`config.mk`:
```
export PLATFORM = sky130hd
export DESIGN_NAME = multdiv_issue
export DESIGN_NICKNAME = d
export VERILOG_FILES = /design/src/rtl/multdiv_pkg.sv /design/src/rtl/md_timeout_counter.sv /design/src/rtl/multdiv_issue.sv
export SDC_FILE = /design/constraint.sdc
export NUM_CORES = 1
export LEC_CHECK = 0
export ABC_AREA = 1
export ABC_CLOCK_PERIOD_IN_PS = 2000
export BUFFER_PORTS_ARGS = -buffer_cell sky130_fd_sc_hd__buf_2
export CAP_MARGIN = 15
export CORE_MARGIN = 2
export CORE_UTILIZATION = 46
export DETAILED_ROUTE_END_ITERATION = 8
export PLACE_DENSITY = 0.84
export SLEW_MARGIN = 10
export SYNTH_ARGS = -nofsm -noshare
export SYNTH_HDL_FRONTEND = slang
export SYNTH_SLANG_ARGS = --single-unit
```
`constraint.sdc`:
```
create_clock -name clock -period 2 [get_ports clock]
set_input_delay 0.3 -clock clock [delete_from_list [all_inputs] [get_ports clock]]
set_output_delay 0.3 -clock clock [all_outputs]
set_load 0.01 [all_outputs]
```
`src/rtl/multdiv_pkg.sv`:
```
// Shared types and defaults for the multiply/divide requester controller.
package multdiv_pkg;

  localparam int unsigned TAG_W_DEF   = 5;
  localparam int unsigned TIMEOUT_DEF = 40;

  localparam logic OP_MULT = 1'b0;
  localparam logic OP_DIV  = 1'b1;

  typedef enum logic [1:0] {
    IDLE  = 2'd0,
    ISSUE = 2'd1,
    WAIT  = 2'd2,
    DONE  = 2'd3
  } md_state_e;

endpackage

```
`src/rtl/md_timeout_counter.sv`:
```
// Saturating wait-cycle counter; term flags a count of TIMEOUT-1.
module md_timeout_counter #(
  parameter int unsigned TIMEOUT = 40
) (
  input  logic clock,
  input  logic reset,
  input  logic clear,
  input  logic enable,
  output logic term
);

  localparam int unsigned CNT_W = (TIMEOUT > 2) ? $clog2(TIMEOUT) : 1;
  localparam logic [CNT_W-1:0] TERM = CNT_W'(TIMEOUT - 1);

  logic [CNT_W-1:0] cnt_q, cnt_d;

  always_comb begin
    cnt_d = cnt_q;
    if (clear) begin
      cnt_d = '0;
    end else if (enable && (cnt_q != TERM)) begin
      cnt_d = cnt_q + CNT_W'(1);
    end
  end

  always_ff @(posedge clock) begin
    if (reset) begin
      cnt_q <= '0;
    end else begin
      cnt_q <= cnt_d;
    end
  end

  assign term = (cnt_q == TERM);

endmodule

```
`src/rtl/multdiv_issue.sv`:
```
// Issues one MULT/DIV to the iterative unit, waits for ready (bounded by a
// timeout) and returns the result as a one-cycle writeback pulse.
module multdiv_issue
  import multdiv_pkg::*;
#(
  parameter int unsigned TIMEOUT = TIMEOUT_DEF,
  parameter int unsigned TAG_W   = TAG_W_DEF
) (
  input  logic             clock,
  input  logic             reset,
  input  logic             flush,
  input  logic             req_valid,
  input  logic             req_is_div,
  input  logic [31:0]      req_a,
  input  logic [31:0]      req_b,
  input  logic [TAG_W-1:0] req_tag,
  output logic             req_ready,
  output logic             stall,
  output logic [31:0]      md_operandA,
  output logic [31:0]      md_operandB,
  output logic             md_ctrl_MULT,
  output logic             md_ctrl_DIV,
  input  logic [31:0]      md_result,
  input  logic             md_exception,
  input  logic             md_resultRDY,
  output logic             wb_valid,
  output logic [31:0]      wb_data,
  output logic [TAG_W-1:0] wb_tag,
  output logic             wb_exception,
  output logic             wb_timeout
);

  md_state_e        state_q, state_d;
  logic [31:0]      a_q, a_d, b_q, b_d;
  logic [TAG_W-1:0] tag_q, tag_d;
  logic             is_div_q, is_div_d;
  logic [31:0]      wb_data_q, wb_data_d;
  logic [TAG_W-1:0] wb_tag_q, wb_tag_d;
  logic             wb_exc_q, wb_exc_d;
  logic             wb_to_q, wb_to_d;
  logic             cnt_clear, cnt_enable, cnt_term;

  md_timeout_counter #(
    .TIMEOUT(TIMEOUT)
  ) u_timeout (
    .clock (clock),
    .reset (reset),
    .clear (cnt_clear),
    .enable(cnt_enable),
    .term  (cnt_term)
  );

  always_comb begin
    state_d    = state_q;
    a_d        = a_q;
    b_d        = b_q;
    tag_d      = tag_q;
    is_div_d   = is_div_q;
    wb_data_d  = wb_data_q;
    wb_tag_d   = wb_tag_q;
    wb_exc_d   = wb_exc_q;
    wb_to_d    = wb_to_q;
    cnt_clear  = 1'b0;
    cnt_enable = 1'b0;

    unique case (state_q)
      IDLE: begin
        if (req_valid && !flush) begin
          a_d      = req_a;
          b_d      = req_b;
          tag_d    = req_tag;
          is_div_d = req_is_div;
          state_d  = ISSUE;
        end
      end
      ISSUE: begin
        cnt_clear = 1'b1;
        state_d   = WAIT;
      end
      WAIT: begin
        cnt_enable = 1'b1;
        // Ready takes priority over a timeout landing in the same cycle.
        if (md_resultRDY) begin
          wb_data_d = md_result;
          wb_exc_d  = md_exception;
          wb_to_d   = 1'b0;
          wb_tag_d  = tag_q;
          state_d   = DONE;
        end else if (cnt_term) begin
          wb_data_d = '0;
          wb_exc_d  = 1'b1;
          wb_to_d   = 1'b1;
          wb_tag_d  = tag_q;
          state_d   = DONE;
        end
      end
      DONE: begin
        state_d = IDLE;
      end
      default: begin
        state_d = IDLE;
      end
    endcase

    if (flush) begin
      state_d   = IDLE;
      wb_data_d = wb_data_q;
      wb_tag_d  = wb_tag_q;
      wb_exc_d  = wb_exc_q;
      wb_to_d   = wb_to_q;
    end
  end

  always_ff @(posedge clock) begin
    if (reset) begin
      state_q   <= IDLE;
      a_q       <= '0;
      b_q       <= '0;
      tag_q     <= '0;
      is_div_q  <= OP_MULT;
      wb_data_q <= '0;
      wb_tag_q  <= '0;
      wb_exc_q  <= 1'b0;
      wb_to_q   <= 1'b0;
    end else begin
      state_q   <= state_d;
      a_q       <= a_d;
      b_q       <= b_d;
      tag_q     <= tag_d;
      is_div_q  <= is_div_d;
      wb_data_q <= wb_data_d;
      wb_tag_q  <= wb_tag_d;
      wb_exc_q  <= wb_exc_d;
      wb_to_q   <= wb_to_d;
    end
  end

  assign req_ready    = (state_q == IDLE);
  assign stall        = (state_q != IDLE);
  assign md_operandA  = a_q;
  assign md_operandB  = b_q;
  assign md_ctrl_MULT = (state_q == ISSUE) && (is_div_q == OP_MULT);
  assign md_ctrl_DIV  = (state_q == ISSUE) && (is_div_q == OP_DIV);

  // DONE lasts one cycle, so a flush arriving in it must gate the pulse directly.
  assign wb_valid     = (state_q == DONE) && !flush;
  assign wb_data      = wb_data_q;
  assign wb_tag       = wb_tag_q;
  assign wb_exception = wb_exc_q;
  assign wb_timeout   = wb_to_q;

endmodule

```
==> impl_metrics.csv <==
group,metric,value,unit
run_status,status,"complete, no violations",
layout,antennaDiodeCount,0,
die,pin_count,216,
timing,report.final.slew_viol_count,0,
layout,syn2layout_area_growth,40.1,%
logic_synthesis,synth_simple_gate_area_frac,0.253,
global_route,grt-ovfl-total,0,
power_and_ir_drop,p_leak,2.81,nW
logic_synthesis,synth_cell_type_count,19,
placement,placed_insts,880,
timing,post-route-period-util,0.948,
logic_synthesis,yosys.area_share.xor_xnor,0.00390,
clock_tree,skew_pair_late_insertion_delay,0.50,ns
routing,routed_wl,12.7,mm
clock_tree,root_buffer,"clkbuf_8",
layout,final-instance-count-excl-fill,911,
global_route,grt.busiest_layer,"met2",
clock_tree,cts_max_path_buffers,2,
global_route,grtUsageMet2,0.390,
setup_path,critical_path_arrival,1.60,ns
setup_path,timing.critical_path.slowest_cell_delay,0.34,ns
layout,fillCellCount,808,
clock_tree,tritoncts,"built",
logic_synthesis,muxShareOfSynthArea,0,
power_and_ir_drop,pwr-share-seq,0.409,
placement,port-buffer-count,215,
setup_path,path_cells,"inv_1, ha_4, buf_12, inv_1, buf_2",
setup_path,timing.critical_path.fanout_max,34,
layout,mostFrequentLayoutCells,"buf_2 (214), dfxtp_1 (117), nand2_1 (115)",
logic_synthesis,yosys_warnings,0,
power_and_ir_drop,cellInternalPower,4.59,mW
logic_synthesis,fraction_of_the_mapped_netlist_area_in_adder_cells,0.0139,
routing,avgRoutedWirePerCell,13.9,um
layout,layout.nets,879,
placement,hpwlAfterDp,8.66,mm
layout,seqCellArea,0.00234,sq mm
global_route,global_route.usage.met3,0.106,
timing,setup_repair_after_global_routing_missed_its_margin,"no",
clock_tree,clk_pin_slew,0.06,ns
global_route,grt_pass1_wl,19.5,mm
global_route,grtUsageTotal,0.236,
setup_path,cpMostUsedCell,"inv_1",
routing,detail_route.iter0.violations,179,
power_and_ir_drop,share_comb_of_total_power,0.101,
clock_tree,h-tree-depth,4,
timing,maxClockFrequency,527,MHz
logic_synthesis,most_area_hungry_cell_type_in_the_yosys_netlist,"dfxtp_1",
power_and_ir_drop,netSwitchingPower,1.45,mW
logic_synthesis,yosysTopAreaCellShare,0.521,
routing,vias,4694,
min_path,hold_depth,3,
routing,drt-vias-per-instance,5.15,
power_and_ir_drop,powerDensity,959,mW/mm^2
clock_tree,cts-buffers-inserted,17,
min_path,timing.hold.worst.class,"primary input to flop",
timing,final.setup_skew,0.00712,ns
logic_synthesis,synth_top_family_by_area,"simple AND/OR/NAND/NOR gates",
logic_synthesis,synth.ff_latch_count,117,
layout,multiInputGateArea,0.00188,sq mm
logic_synthesis,top_cells_by_area_in_the_synthesized_netlist,"dfxtp_1 (52%), nand3_1 (12%), a21oi_1 (12%)",
global_route,antenna_found_initial,0,
min_path,timing.hold.worst.start,"req_b[25]",
timing,final-setup-viol-count,0,
global_route,grt_pass1_vias,4363,
setup_path,timing_worst_setup_path_type,"flop to output pin",
timing,fin_tns_setup,0,ns
routing,drt.antenna.violating_nets,0,
setup_path,crit-reg2reg-capture,"wb_exception",
setup_path,regToRegStartpoint,"state_q[0]",
timing,hold_viol,0,
logic_synthesis,synthCells,564,
logic_synthesis,post_synth.cell_area_avg,7.97,sq um
die,die_width,103,um
die,std_cell_rows,36,
clock_tree,clock_sinks,117,
layout,layout_commonest_cell,"buf_2",
clock_tree,cts_hold_repair.buffers,0,
power_and_ir_drop,max_rail_drop_vdd,0.498,mV
global_route,global_route.usage.met1,0.265,
min_path,timing.hold.worst_endpoint,"md_operandB[25]",
setup_path,setup.worst_path.end_class,"output pin",
clock_tree,cts_setup_buffers,0,
setup_path,reg2regPathDepth,8,
timing,slew_of_the_pin_with_the_lowest_slew_margin,0.602,ns
setup_path,ff2ff_setup_slack,0.41,ns
setup_path,critPathRequiredTime,1.70,ns
run,timing.max_cap.violations,0,
logic_synthesis,synth.cell_area,0.00449,sq mm
setup_path,worst_setup_path_start_kind,"flop",
setup_path,worstPathBufferInverterCount,4,
layout,drive_gt1_frac,0.369,
logic_synthesis,synth-seq-area-share,0.521,
setup_path,cp_slowest_cell,"dfxtp_1",
timing,finalWorstPathRequiredPeriod,1.90,ns
logic_synthesis,synth_nets,677,
die,core_region_area,0.00964,sq mm
die,dieArea,0.0106,sq mm
logic_synthesis,compound_gate_portion_of_the_synthesized_area,0.144,
power_and_ir_drop,power_frac_clock,0.491,
die,die_height,103,um
timing,slew-limit-headroom,0.599,
placement,gp_congestion,0.790,
routing,drt_drc_violations_left,0,
global_route,maximum_number_of_pins_on_one_net_before_global_route_repair,51,
power_and_ir_drop,sw_frac,0.239,
setup_path,crit_family,"buffers and inverters",
die,start_util,0.466,
routing,drt_pass1_iterations,5,
==> power groups by stage <==
stage               Sequential (mW)  Combinational (mW)  Clock [mW]
floorplan                      2.55               0.288           0
global placement               2.51               0.585           0
detailed placement             2.51               0.603           0
CTS                            2.47               0.611        3.01
global route                   2.48               0.673        3.13
finish                         2.47               0.607        2.96
==> synth_stat cells <==
cell        n
dfxtp_1   117
nand2_1   116
nand3_1   111
a21oi_1   106
clkbuf_1   27
inv_1      19
buf_2      14
nand2_2    12
a21oi_2    10
nor2_1      9
o21ai_0     6
ha_1        5
buf_4       3
nor2_2      3
buf_6       2
nand2_4     1
nand4_1     1
xnor2_1     1
xor2_1      1
==> cells by family (layout without fill, tap and decap cells) <==
kind of cell	count (synthesis)	after routing
AND/OR/NAND/NOR	253	253
AO/OA/AOI/OAI	122	122
flip-flops	117	117
buffers and inverters	65	279
adder cells (fa/ha/maj)	5	5
XOR/XNOR	2	2
==> cell type report <==
cell class,count,area share
clock buffers,19,0.0685
inverters,19,0.0113
flip-flops and latches,117,0.372
well taps,133,0.0264
multi-input cells,382,0.299
clock inverters,12,0.0248
repair buffers,229,0.198
==> tightest hold or removal path: cells and delay by family <==
family | cells | cell delay (ns)
AO/OA/AOI/OAI | 1 | 0.06
AND/OR/NAND/NOR | 1 | 0.07
buffers and inverters | 1 | 0.09
==> per-layer routing <==
layer | vias to the layer above | part of all wire
li1 | 2291 | -
met1 | 2171 | 0.39
met2 | 210 | 0.49
met3 | 22 | 0.098
met4 | 0 | 0.020
met5 | - | 0
==> timing repair <==
action                     CTS  global route
pin swaps                    0             1
resized for setup            1             0
setup endpoints to repair    1             1
==> registers in the layout, indices dropped and copies added, names as in the netlist, 2 cells and up <==
name             flops
state_q              2
wb_tag               5
tag_q                5
md_operandA         32
md_operandB         32
u_timeout.cnt_q      6
wb_data             32
==> per-stage QoR <==
stage	cell area, sq um	hold WS (ns)	util	power [mW]	setup WS, ns
after floorplan	4490	0.441	-	2.84	0.500
after detailed placement	5700	0.438	0.591	3.12	0.461
after global placement	5700	0.444	0.591	3.10	0.548
after CTS	6300	0.0370	0.653	6.09	0.0716
final	6300	0.0611	0.653	6.04	0.104
after global routing	6300	0.0390	0.653	6.28	0.00999
==> worst max path at each step <==
| stage | from | to | slack [ns] | cells past startpoint |
|---|---|---|---|---|
| after global placement | state_q[0] | wb_exception | 0.55 | 8 |
| after CTS | state_q[0] | stall | 0.07 | 5 |
| after detailed placement | state_q[0] | md_operandB[2] | 0.46 | 6 |
| after floorplan | state_q[0] | stall | 0.50 | 5 |
| final | state_q[0] | stall | 0.10 | 5 |
| after global routing | state_q[0] | stall | 0.01 | 5 |
No activity file was read; power rests on OpenSTA's default activity.
